**src/rtl/mult_seq_32.sv**
```systemverilog
// Iterative unsigned 32x32->64 shift-add multiplier.
// One 32-bit carry-lookahead adder is reused every iteration; valid/ready on
// both the operand and the result side, one operation in flight at a time.

// 4-bit carry-lookahead group: local sum plus group generate/propagate.
module cla4 (
  input  logic [3:0] a_i,
  input  logic [3:0] b_i,
  input  logic       c_i,
  output logic [3:0] s_o,
  output logic       g_o,
  output logic       p_o
);
  logic [3:0] g, p, c;

  // Bit generate/propagate, lookahead carries and the group terms.
  always_comb begin
    g    = a_i & b_i;
    p    = a_i ^ b_i;
    c[0] = c_i;
    c[1] = g[0] | (p[0] & c_i);
    c[2] = g[1] | (p[1] & g[0]) | (p[1] & p[0] & c_i);
    c[3] = g[2] | (p[2] & g[1]) | (p[2] & p[1] & g[0]) | (p[2] & p[1] & p[0] & c_i);
    s_o  = p ^ c;
    g_o  = g[3] | (p[3] & g[2]) | (p[3] & p[2] & g[1]) | (p[3] & p[2] & p[1] & g[0]);
    p_o  = &p;
  end
endmodule

// 32-bit adder built from eight lookahead groups.
module CLA_32 (
  input  logic [31:0] a_i,
  input  logic [31:0] b_i,
  input  logic        c_in_i,
  output logic [31:0] s_o,
  output logic        c_out_o,
  output logic        ovf_o
);
  localparam int NGRP = 8;

  logic [NGRP-1:0] grp_g, grp_p;
  logic [NGRP:0]   grp_c;

  genvar gi;
  generate
    for (gi = 0; gi < NGRP; gi++) begin : g_grp
      cla4 u_grp (
        .a_i (a_i[gi*4 +: 4]),
        .b_i (b_i[gi*4 +: 4]),
        .c_i (grp_c[gi]),
        .s_o (s_o[gi*4 +: 4]),
        .g_o (grp_g[gi]),
        .p_o (grp_p[gi])
      );
    end
  endgenerate

  // Carry between groups from the group generate/propagate terms.
  always_comb begin
    grp_c[0] = c_in_i;
    for (int i = 0; i < NGRP; i++)
      grp_c[i+1] = grp_g[i] | (grp_p[i] & grp_c[i]);
  end

  assign c_out_o = grp_c[NGRP];
  // Two's-complement overflow: like-signed operands with a differently signed sum.
  assign ovf_o   = (a_i[31] == b_i[31]) && (s_o[31] != a_i[31]);
endmodule

// Sequential multiplier. WIDTH must stay 32 (adder width) and 2**CNT_W == WIDTH.
module mult_seq_32 #(
  parameter int WIDTH = 32,
  parameter int CNT_W = 5
) (
  input  logic               clk,
  input  logic               rst_n,
  input  logic               in_valid,
  output logic               in_ready,
  input  logic [WIDTH-1:0]   a,
  input  logic [WIDTH-1:0]   b,
  output logic               out_valid,
  input  logic               out_ready,
  output logic [2*WIDTH-1:0] product,
  output logic               hi_nz
);
  typedef enum logic [1:0] {IDLE, RUN, DONE} state_t;

  state_t             state_q, state_d;
  logic [CNT_W-1:0]   cnt_q, cnt_d;
  logic [WIDTH-1:0]   mcand_q, mcand_d;
  logic [WIDTH-1:0]   hi_q, hi_d;
  logic [WIDTH-1:0]   lo_q, lo_d;

  logic [WIDTH-1:0]   add_b;
  logic [WIDTH-1:0]   add_s;
  logic               add_cout;
  logic               cla_ovf_unused;

  // Partial-product add: accumulate the multiplicand when the current multiplier bit is set.
  assign add_b = lo_q[0] ? mcand_q : '0;

  CLA_32 u_cla (
    .a_i     (hi_q),
    .b_i     (add_b),
    .c_in_i  (1'b0),
    .s_o     (add_s),
    .c_out_o (add_cout),
    .ovf_o   (cla_ovf_unused)
  );

  // State and datapath registers; reset aborts any operation in progress.
  always_ff @(posedge clk or negedge rst_n) begin
    if (!rst_n) begin
      state_q <= IDLE;
      cnt_q   <= '0;
      mcand_q <= '0;
      hi_q    <= '0;
      lo_q    <= '0;
    end else begin
      state_q <= state_d;
      cnt_q   <= cnt_d;
      mcand_q <= mcand_d;
      hi_q    <= hi_d;
      lo_q    <= lo_d;
    end
  end

  // Next state: accept in IDLE, one shift-add per RUN cycle, hold result in DONE.
  always_comb begin
    state_d = state_q;
    cnt_d   = cnt_q;
    mcand_d = mcand_q;
    hi_d    = hi_q;
    lo_d    = lo_q;
    unique case (state_q)
      IDLE: begin
        if (in_valid) begin
          mcand_d = a;
          lo_d    = b;
          hi_d    = '0;
          cnt_d   = '0;
          state_d = RUN;
        end
      end
      RUN: begin
        // {carry, sum, lo} shifted right by one; the carry lands in the top bit.
        hi_d  = {add_cout, add_s[WIDTH-1:1]};
        lo_d  = {add_s[0], lo_q[WIDTH-1:1]};
        cnt_d = cnt_q + 1'b1;
        if (cnt_q == CNT_W'(WIDTH-1))
          state_d = DONE;
      end
      DONE: begin
        if (out_ready)
          state_d = IDLE;
      end
      default: state_d = IDLE;
    endcase
  end

  assign in_ready  = (state_q == IDLE);
  assign out_valid = (state_q == DONE);
  assign product   = {hi_q, lo_q};
  assign hi_nz     = |hi_q;
endmodule

```
**config.mk**
```make
export PLATFORM = sky130hd
export DESIGN_NAME = mult_seq_32
export DESIGN_NICKNAME = d
export VERILOG_FILES = /design/src/rtl/mult_seq_32.sv
export SDC_FILE = /design/constraint.sdc
export NUM_CORES = 1
export LEC_CHECK = 0
export CAP_MARGIN = 20
export CELL_PAD_IN_SITES_DETAIL_PLACEMENT = 1
export CELL_PAD_IN_SITES_GLOBAL_PLACEMENT = 2
export CORE_ASPECT_RATIO = 0.75
export CORE_MARGIN = 2
export CORE_UTILIZATION = 34
export DETAILED_ROUTE_END_ITERATION = 16
export PLACE_DENSITY = 0.91
export SETUP_SLACK_MARGIN = 0.02
export SLEW_MARGIN = 40
export SYNTH_ARGS = -nofsm -noshare
export SYNTH_HDL_FRONTEND = slang
export SYNTH_HIERARCHICAL = 1
export SYNTH_SLANG_ARGS = --single-unit
export TNS_END_PERCENT = 5
```
**constraint.sdc**
```tcl
create_clock -name clk -period 5.8 [get_ports clk]
set_clock_uncertainty 0.2 [all_clocks]
set_input_delay 0.87 -clock clk [delete_from_list [all_inputs] [get_ports clk]]
set_output_delay 0.87 -clock clk [all_outputs]
set_load 0.005 [all_outputs]
```
==> Word-level counts from Yosys, hierarchy flattened <==
Cells that the tools add are included.
{ "totals": {"regBits": 103, "inputBits": 68} }
{ "op_classes": {"addsub": 1, "eq_ne": 6, "mux": 11, "bitwise": 214, "reduce_logical": 13} }
{ "op_table": {"columns": ["operator", "n"], "rows": [
  ["32-bit one-hot mux with 2 select lines", 2],
  ["1-bit bitwise AND", 114],
  ["32-bit 2-to-1 mux", 3],
  ["1-bit bitwise OR", 76],
  ["4-bit XOR", 16],
  ["4-bit bitwise AND", 8],
  ["32-bit OR reduction", 1],
  ["4-bit AND reduction", 7],
  ["5-bit one-hot mux with 2 select lines", 1],
  ["2-bit 2-to-1 mux", 3],
  ["2-bit one-hot mux with 3 select lines", 1],
  ["5-bit by 1-bit adder with 5-bit output (second input constant)", 1],
  ["5-bit equality test (second input constant)", 1],
  ["5-bit 2-to-1 mux", 1],
  ["2-bit != test (second input constant)", 2],
  ["2-bit AND reduction", 2],
  ["3-bit AND reduction", 1],
  ["2-bit by 1-bit equality test with 1-bit output (second input constant)", 1],
  ["2-bit equality test (second input constant)", 1],
  ["2-bit logical NOT", 1],
  ["2-bit by 1-bit != test with 1-bit output (second input constant)", 1],
  ["2-bit nonzero test", 1]
]} }

==> Longest topological paths before layout <==
Gate-level depths: netlist (run 1).
{ "depth": {"word_depth": 22, "depth_mapped": 15, "depth_no_buf": 14} }

==> Hierarchy <==
The synthesis (run 1) kept the hierarchy.
{ "by_module_without_submodules": {"columns": ["module", "instances", "cells_per_inst", "area_per_inst_um2", "seq_area_each_um2"], "rows": [
  ["mult_seq_32", 1, 432, 4535.6, 2577.5],
  ["cla4", 8, 22, 182.7, 0.0],
  ["CLA_32", 1, 19, 127.6, 0.0]
]} }

==> Worst setup path after synthesis (run 1) <==
OpenSTA, ideal clock, no wires.
{ "synth_path": {"path_kind": "register to register", "start": "register lo_q[0]", "end": "register hi_q[27]", "setup_time_ns": 0.083, "t_arrival_ns": 2.776, "path_slack_ns": 2.741, "stages_incl_launch_ff": 16, "path_buffers": 1, "period_less_slack_ns": 3.059, "cell_sequence": "dfrtp_1 > clkbuf_1 > and2_1 > ha_1 > a21oi_1 > nand2_1 > a21o_1 > a21o_1 > a21oi_2 > a32oi_2 > a21o_2 > inv_1 > fa_1 > inv_1 > nand2_1 > o21ai_0"} }
{ "synth_between": {"word_cells_on_any_way": 92, "cone_classes": "mux: 2; bitwise: 84; reduce/logical: 6"} }
{ "synth_lines": {"columns": ["element", "line", "rtl"], "rows": [
  ["start: declaration", "92", "logic [WIDTH-1:0] lo_q, lo_d;"],
  ["start signal: assignment", "124", "lo_q <= lo_d;"],
  ["32-bit 2-to-1 mux *", "100", "assign add_b = lo_q[0] ? mcand_q : '0;"],
  ["via add_b[6]", "94", "logic [WIDTH-1:0] add_b;"],
  ["4-bit bitwise AND / 4-bit XOR (equally long branches)", "18, 19", null],
  ["1-bit bitwise AND", "25", "g_o = g[3] | (p[3] & g[2]) | (p[3] & p[2] & g[1]) | (p[3] & p[2] & p[1] & g[0]);"],
  ["1-bit bitwise OR / 1-bit bitwise AND (equally long branches) (2 in a row)", "25", null],
  ["1-bit bitwise OR *", "25", null],
  ["via u_cla.grp_g[1]", "41", "logic [NGRP-1:0] grp_g, grp_p;"],
  ["1-bit bitwise OR *", "62", "grp_c[i+1] = grp_g[i] | (grp_p[i] & grp_c[i]);"],
  ["[7 not listed]", null, null],
  ["1-bit bitwise OR *", "62", null],
  ["via u_cla.grp_c[6]", "42", "logic [NGRP:0] grp_c;"],
  ["1-bit bitwise AND *", "62", null],
  ["1-bit bitwise OR *", "62", null],
  ["via u_cla.grp_c[7]", "42", null],
  ["4-bit XOR *", "24", "s_o = p ^ c;"],
  ["via add_s[28]", "95", "logic [WIDTH-1:0] add_s;"],
  ["32-bit one-hot mux with 2 select lines *", "135", "unique case (state_q)"],
  ["end signal: assignment", "123", "hi_q <= hi_d;"],
  ["end: declaration", "91", "logic [WIDTH-1:0] hi_q, hi_d;"]
]} }
Mark *: on every way through the listed nets, which the timed path passes. The rest lies on a longest branch.
A chain may end at the register's enable or synchronous reset.

==> Worst setup path in the final report (run 1) <==
{ "layout_path": {"start": "register lo_q[0]", "end": "register hi_q[27]"} }
{ "layout_between": {"word_cells_on_any_way": 92, "cone_classes": "mux: 2; bitwise: 84; reduce/logical: 6"} }
{ "layout_lines": {"columns": ["element", "line"], "rows": [
  ["32-bit 2-to-1 mux *", "100"],
  ["via add_b[1]", "94"],
  ["4-bit bitwise AND / 4-bit XOR (equally long branches)", "18, 19"],
  ["1-bit bitwise AND", "25"],
  ["1-bit bitwise OR / 1-bit bitwise AND (equally long branches)", "25"],
  ["1-bit bitwise OR *", "25"],
  ["via u_cla.grp_g[0]", "41"],
  ["1-bit bitwise AND *", "62"],
  ["[8 not listed]", null],
  ["1-bit bitwise OR *", "62"],
  ["via u_cla.grp_c[6]", "42"],
  ["1-bit bitwise AND *", "62"],
  ["1-bit bitwise OR *", "62"],
  ["via u_cla.grp_c[7]", "42"],
  ["4-bit XOR *", "24"],
  ["via add_s[28]", "95"],
  ["32-bit one-hot mux with 2 select lines *", "135"]
]} }
Marks and branches as above.

==> summary.md, run 1 <==
| Metric | Value |
|---|---|
| Chip height | `120 um` |
| Yosys warns | `6` |
| Setup_tns | `0 ns` |
| Reg clk slew, reported paths | `0.07 ns` |
| Nature of the critical path endpoint | `flip-flop` |
| Final setup fails | `0` |
| Longest Clk Path Bufs | `2` |
| Static leakage | `between 3 and 4 nW` |
| Clock sinks | `103` |
| Clock Tree Root | `clkbuf_16` |
| NetSw | `approximately 0.0018 W` |
| Largest net degree at the start of global routing | `a little under 70` |
| Reg2reg path depth | `14` |
| CP peak stage delay | `0.61 ns` |
| Switching share of power | `40.7%` |
| Routability congestion estimate | `roughly 0.87` |
| Worst slew pin tran | `just under 0.8 ns` |
| Maximum vdd drop | `0.000170 V` |
| Total CTS buffers | `9` |
| Worst setup path end | `hi_q[27]` |
| Unrepaired setup endpoints after global routing | `false` |
| Number of routed nets with antenna violations | `0` |
| Max cap viols | `0` |
| Post-Syn Area | `6110 um2` |
| Core footprint | `around 18000 um2` |
| Via density | `between 5 and 6` |
| Synthesis-to-finish area growth | `29.6%` |
| Critical path cell sequence | `and2_1 > ha_1 > nand3_1 > nand2_1 > a21o_1 > a21o_1 > nand4_1 > a32oi_2 > a21o_2 > inv_1 > fa_1 > inv_1 > nand2_1 > o21ai_0` |
| CP required | `~5.8 ns` |
| Worst Setup Slack, final | `between 2 and 2.5 ns` |
| Die area | `19100 um2` |
| Routed length per instance | `between 15 and 20 um` |
| Fmax | `approximately 280 MHz` |
| PostCTS Resize Cnt | `0` |
| Drt pass-1 iters | `5` |
| Diode count | `0` |
| Comb pwr share | `between 50% and 60%` |
| Clock Power Share | `between 10% and 20%` |
| Hold-fix buffers, CTS | `0` |
| Layout Nets | `between 800 and 900` |
| Fin. Hold Viols | `0` |
| Post-CTS Setup Inserts | `0` |
| Crit path time final | `between 3 and 4 ns` |
| Status | `finished clean` |
| CP Max Fanout | `35` |
| Avg Inst Size Synth | `just under 10 um2` |
| Syn Inst Count | `approximately 620` |
| Worst r2r dst | `hi_q[27]` |
| Io pins | `between 100 and 150` |
| Sequential share of power | `approximately 33%` |
| Routed via count | `between 5k and 6k` |
| Die X | `~160 um` |
| Max-slew violations | `0` |
| Arr. time, crit path | `about 3.6 ns` |
| Crit-path slowest cell | `dfrtp_2` |
| CP delay by family, top | `compound AO/OA/AOI/OAI gates` |
| Row Count | `42` |
| Post-DP HPWL | `12.3 mm` |
| Initial antenna violation count | `0` |
| Worst Path Buf+Inv | `2` |
| Critical path depth in cells | `14` |
| HP Class | `flip-flop to flip-flop` |
| Register-to-register setup slack | `2.25 ns` |
| Final Cycle Share | `61.2%` |
| Share of layout cells above drive strength 1 | `7.46%` |
| Type of origin of the critical path | `flip-flop` |
| Internal Power | `0.00262 W` |
| Critical path type | `flip-flop to flip-flop` |
| Skew-Pair Late Insertion Delay | `between 0.3 and 0.4 ns` |
| Initial Util | `around a third` |
| Htree depth | `3` |
| Worst slack at placement | `2.23 ns` |
| Total routed wirelength | `~17 mm` |
| DRC Markers | `0` |
| Most frequent cells in the layout | `clkdlybuf4s50_1 (133), nand2_1 (110), dfrtp_1 (102)` |
| R2r startpoint | `lo_q[0]` |
| Total grt overflow | `0` |
| 1st-iter DRT viols | `226` |
| First-pass GRT wire length | `about 28 mm` |
| Slew HR | `around half` |
| Commonest non-fill, non-tap cell in the layout | `clkdlybuf4s50_1` |
| Port Buffer Count | `134` |
| GRT Util Overall | `between 10% and 20%` |
| Number of global-route vias before repair | `approximately 5.5k` |
| Power density over cell area | `roughly 560 nW/um2` |
| Origin of the worst setup path | `lo_q[0]` |
| CTS tree | `built` |
==> per-stage QoR <==
step	std cells	hold slack, ns	util [%]	power [W]	instance area [um2]
floorplan	626	0.250	-	0.00285	6120
detailed placement	977	0.272	43.3	0.00381	7620
global placement	977	0.261	43.3	0.00367	7620
CTS	993	0.287	45.0	0.00447	7920
finish	993	0.285	45.0	0.00442	7920
global route	993	0.314	45.0	0.00482	7920
==> power groups by stage <==
stage / logic (W) / clock network [W] / registers [W]
CTS: 0.00236 / 0.000640 / 0.00147
detailed placement: 0.00234 / 0 / 0.00147
global route: 0.00262 / 0.000666 / 0.00153
floorplan: 0.00151 / 0 / 0.00135
finish: 0.00233 / 0.000620 / 0.00147
global placement: 0.00221 / 0 / 0.00146
==> per-layer routing <==
| metal | vias to the layer above | share of wire [%] | track usage [%] |
|---|---|---|---|
| met3 | 18 | 3.3 | 4.29 |
| met1 | 2547 | 48 | 24.5 |
| met5 | - | 0 | 0 |
| met4 | 0 | 1.4 | 5.33 |
| li1 | 2398 | - | - |
| met2 | 80 | 48 | 30.8 |
==> final cells by class <==
class / instances / area [um2]
fill: 1996 / 9690
multi-input combinational: 457 / 3220
sequential: 103 / 2580
timing repair buffer: 141 / 1400
tap: 242 / 303
clock buffer: 12 / 246
inverter: 34 / 128
clock inverter: 4 / 45.0
==> worst register-to-register path, stage by stage (launching register included) <==
cell and delay [ns]:
dfrtp_2 0.61, and2_1 0.25, ha_1 0.39, nand3_1 0.12
nand2_1 0.08, a21o_1 0.11, a21o_1 0.17, nand4_1 0.20
a32oi_2 0.35, a21o_2 0.22, inv_1 0.05, fa_1 0.48
inv_1 0.04, nand2_1 0.04, o21ai_0 0.08
==> state kept, by name, summed over array words and instances, names as in the netlist <==
register,flops
cnt_q,5
state_q,2
lo_q,32
mcand_q,32
hi_q,32
==> worst min path at each step <==
stage                start           to  slack (ns)  cells after the start
2_1_floorplan   mcand_q[5]   mcand_q[5]        0.25                      1
3_3_place_gp   mcand_q[31]  mcand_q[31]        0.26                      1
3_5_place_dp   mcand_q[17]  mcand_q[17]        0.27                      1
4_1_cts        mcand_q[17]  mcand_q[17]        0.29                      1
5_1_grt        mcand_q[17]  mcand_q[17]        0.31                      1
6_report       mcand_q[17]  mcand_q[17]        0.28                      1
Note: power is estimated with default switching activity, not from simulation.
==> run 2, diff against run 1 <==
CORE_UTILIZATION = 32   (was 34)
PLACE_DENSITY = 0.87   (was 0.91)
clock period = 3.6 ns   (was 5.8 ns; I/O delays follow)
==> run 2 against run 1 <==
Effect of this change:
- final cell count is 0.91% higher
- critical path depth unchanged
- utilization down 2.1 points
- combinational power is 64% higher
- sequential share of layout area down 0.29 points
- flip-flop and latch count is the same
- routed wire length up 1.9%
- power grew 63%
- fmax is 7.4% higher
- setup slack lost 2.0 ns
- hold slack got worse by 0.26 ns
- largest cell class unchanged
==> summary.md, run 2 (same netlist as run 1, synthesis figures left out) <==
| Metric | Value |
|---|---|
| Synthesis-to-finish area growth | `30.8%` |
| Max-slew violations | `0 (unchanged)` |
| Reg2reg path depth | `14 (unchanged)` |
| Clock Tree Root | `clkbuf_16` |
| Clock Power Share | `14.4% (+0.4 points)` |
| Unrepaired setup endpoints after global routing | `false` |
| Total CTS buffers | `9 (unchanged)` |
| Total routed wirelength | `17.5 mm (+1.9%)` |
| Power density over cell area | `899 nW/um2 (+61%)` |
| Number of routed nets with antenna violations | `0 (unchanged)` |
| Share of layout cells above drive strength 1 | `8.21% (+0.76 points)` |
| Worst slew pin tran | `0.594 ns (-0.184 ns)` |
| Critical path depth in cells | `14 (unchanged)` |
| CP delay by family, top | `compound AO/OA/AOI/OAI gates` |
| Routed length per instance | `17.5 um (+1.0%)` |
| Slew HR | `60.4% (+12 points)` |
| Type of origin of the critical path | `flip-flop` |
| Routed via count | `5024 (-0.38%)` |
| Core footprint | `18600 um2 (+5.7%)` |
| Initial antenna violation count | `0 (unchanged)` |
| Routability congestion estimate | `0.811 (-6.3%)` |
| Critical path cell sequence | `and2_1 > ha_1 > a21oi_1 > nand2_1 > a21o_1 > a21o_1 > a21oi_2 > a32oi_2 > a21o_2 > inv_1 > fa_1 > inv_1 > nand2_1 > o21ai_0` |
| Post-DP HPWL | `12.6 mm (+2.8%)` |
| Number of global-route vias before repair | `5499 (+0.90%)` |
| Clock sinks | `103 (unchanged)` |
| CP Max Fanout | `21 (-40%)` |
| Final Cycle Share | `91.9% (+31 points)` |
| Hold-fix buffers, CTS | `0 (unchanged)` |
| Status | `finished clean` |
| CP required | `3.68 ns (-2.12 ns)` |
| Final instance area | `7990 um2 (+0.88%)` |
| Regs by FF count | `hi_q: 32 flops, lo_q: 32 flops, mcand_q: 32 flops` |
| First-pass GRT wire length | `28.8 mm (+1.2%)` |
| Commonest non-fill, non-tap cell in the layout | `clkdlybuf4s50_1` |
| Longest Clk Path Bufs | `2 (unchanged)` |
| Layout Nets | `868 (+0.46%)` |
| CTS tree | `built` |
| Reg clk slew, reported paths | `0.07 ns (about the same)` |
| Crit-path slowest cell | `dfrtp_2` |
| Crit path time final | `3.31 ns (-0.244 ns)` |
| Static leakage | `3.60 nW (+0.82%)` |
| PostCTS Resize Cnt | `0 (unchanged)` |
| Post-CTS Setup Inserts | `0 (unchanged)` |
| Row Count | `43 (+2.4%)` |
| Total grt overflow | `0 (unchanged)` |
| Switching share of power | `40.8% (+0.11 points)` |
| Origin of the worst setup path | `lo_q[0]` |
| Comb pwr share | `53.2% (+0.4 points)` |
| Diode count | `0 (unchanged)` |
| Chip height | `124 um (+3.0%)` |
| Internal Power | `0.00425 W (+62%)` |
| R2r startpoint | `lo_q[0]` |
| Register-to-register setup slack | `0.29 ns (-1.96 ns)` |
| Placed inst area | `7680 um2 (+0.72%)` |
| Htree depth | `3 (unchanged)` |
| Final Hold Slack | `0.0294 ns (-0.255 ns)` |
| Critical path type | `flip-flop to flip-flop` |
| Most frequent cells in the layout | `clkdlybuf4s50_1 (133), nand2_1 (110), dfrtp_1 (102)` |
| Final Core Density | `42.9% (-2.1 points)` |
| HP Class | `input pin to async pin` |
| Fin. Hold Viols | `0 (unchanged)` |
| DRC Markers | `0 (unchanged)` |
| Worst Path Buf+Inv | `2 (unchanged)` |
| Worst Setup Slack, final | `0.293 ns (-1.96 ns)` |
| Worst setup path end | `hi_q[27]` |
| Setup_tns | `0 ns (unchanged)` |
| Via density | `5.01 (-1.3%)` |
| Port Buffer Count | `134 (unchanged)` |
| Final setup fails | `0 (unchanged)` |
| Max cap viols | `0 (unchanged)` |
| Io pins | `135 (unchanged)` |
| 1st-iter DRT viols | `181 (-20%)` |
| Skew-Pair Late Insertion Delay | `0.36 ns (about the same)` |
| GRT Util Overall | `17.9% (-0.65 points)` |
| Worst slack at placement | `0.172 ns (-2.06 ns)` |
| Drt pass-1 iters | `6 (+1)` |
| Largest net degree at the start of global routing | `104 (+53%)` |
| Maximum vdd drop | `0.000265 V (+55%)` |
| CP peak stage delay | `0.54 ns (-0.07 ns)` |
| NetSw | `0.00293 W (+63%)` |
| Arr. time, crit path | `3.39 ns (-0.16 ns)` |
| Sequential share of power | `32.5% (-0.7 points)` |
| Nature of the critical path endpoint | `flip-flop` |
| Initial Util | `32.8% (-1.9 points)` |
| Die X | `164 um (+3.0%)` |
| Fmax | `302 MHz (+7.4%)` |
| Worst r2r dst | `hi_q[27]` |
| Die area | `20200 um2 (+6.1%)` |
-- run 2: stage by stage --
stage          instances  power, W
6_report            1002   0.00719
5_1_grt             1002   0.00788
4_1_cts             1002   0.00727
3_5_place_dp         986   0.00618
3_3_place_gp         986   0.00598
2_1_floorplan        626   0.00460
-- run 2: power by group through the flow --
stage / registers, W / clock network, W / logic [W]
after detailed placement: 0.00236 / 0 / 0.00383
after global routing: 0.00244 / 0.00111 / 0.00433
final: 0.00233 / 0.00103 / 0.00382
after global placement: 0.00234 / 0 / 0.00364
after floorplan: 0.00217 / 0 / 0.00243
after CTS: 0.00235 / 0.00106 / 0.00387
-- run 2: routing by layer --
metal	vias to the layer above	global-route usage [%]	part of all wire, %
met5	-	0	0
met4	0	4.22	1.3
met3	15	3.60	2.9
met2	76	28.9	47
met1	2520	25.1	48
li1	2413	-	-
-- run 2: area by class of cell --
| type | instances | area, um2 |
|---|---|---|
| fillers | 2137 | 10600 |
| multi-input cells | 457 | 3220 |
| flip-flops and latches | 103 | 2580 |
| repair buffers | 145 | 1450 |
| well taps | 247 | 309 |
| clock buffers | 10 | 239 |
| inverters | 34 | 128 |
| clock inverters | 6 | 70.1 |
-- run 2: how the worst min path moves through the flow --
| stage | end | slack, ns | depth (start not counted) |
|---|---|---|---|
| 6_report | lo_q[8] | 0.03 | 2 |
| 2_1_floorplan | cnt_q[0] | 0.04 | 0 |
| 3_3_place_gp | mcand_q[29] | 0.26 | 1 |
| 4_1_cts | lo_q[10] | 0.08 | 2 |
| 5_1_grt | lo_q[8] | 0.09 | 2 |
| 3_5_place_dp | mcand_q[31] | 0.27 | 1 |
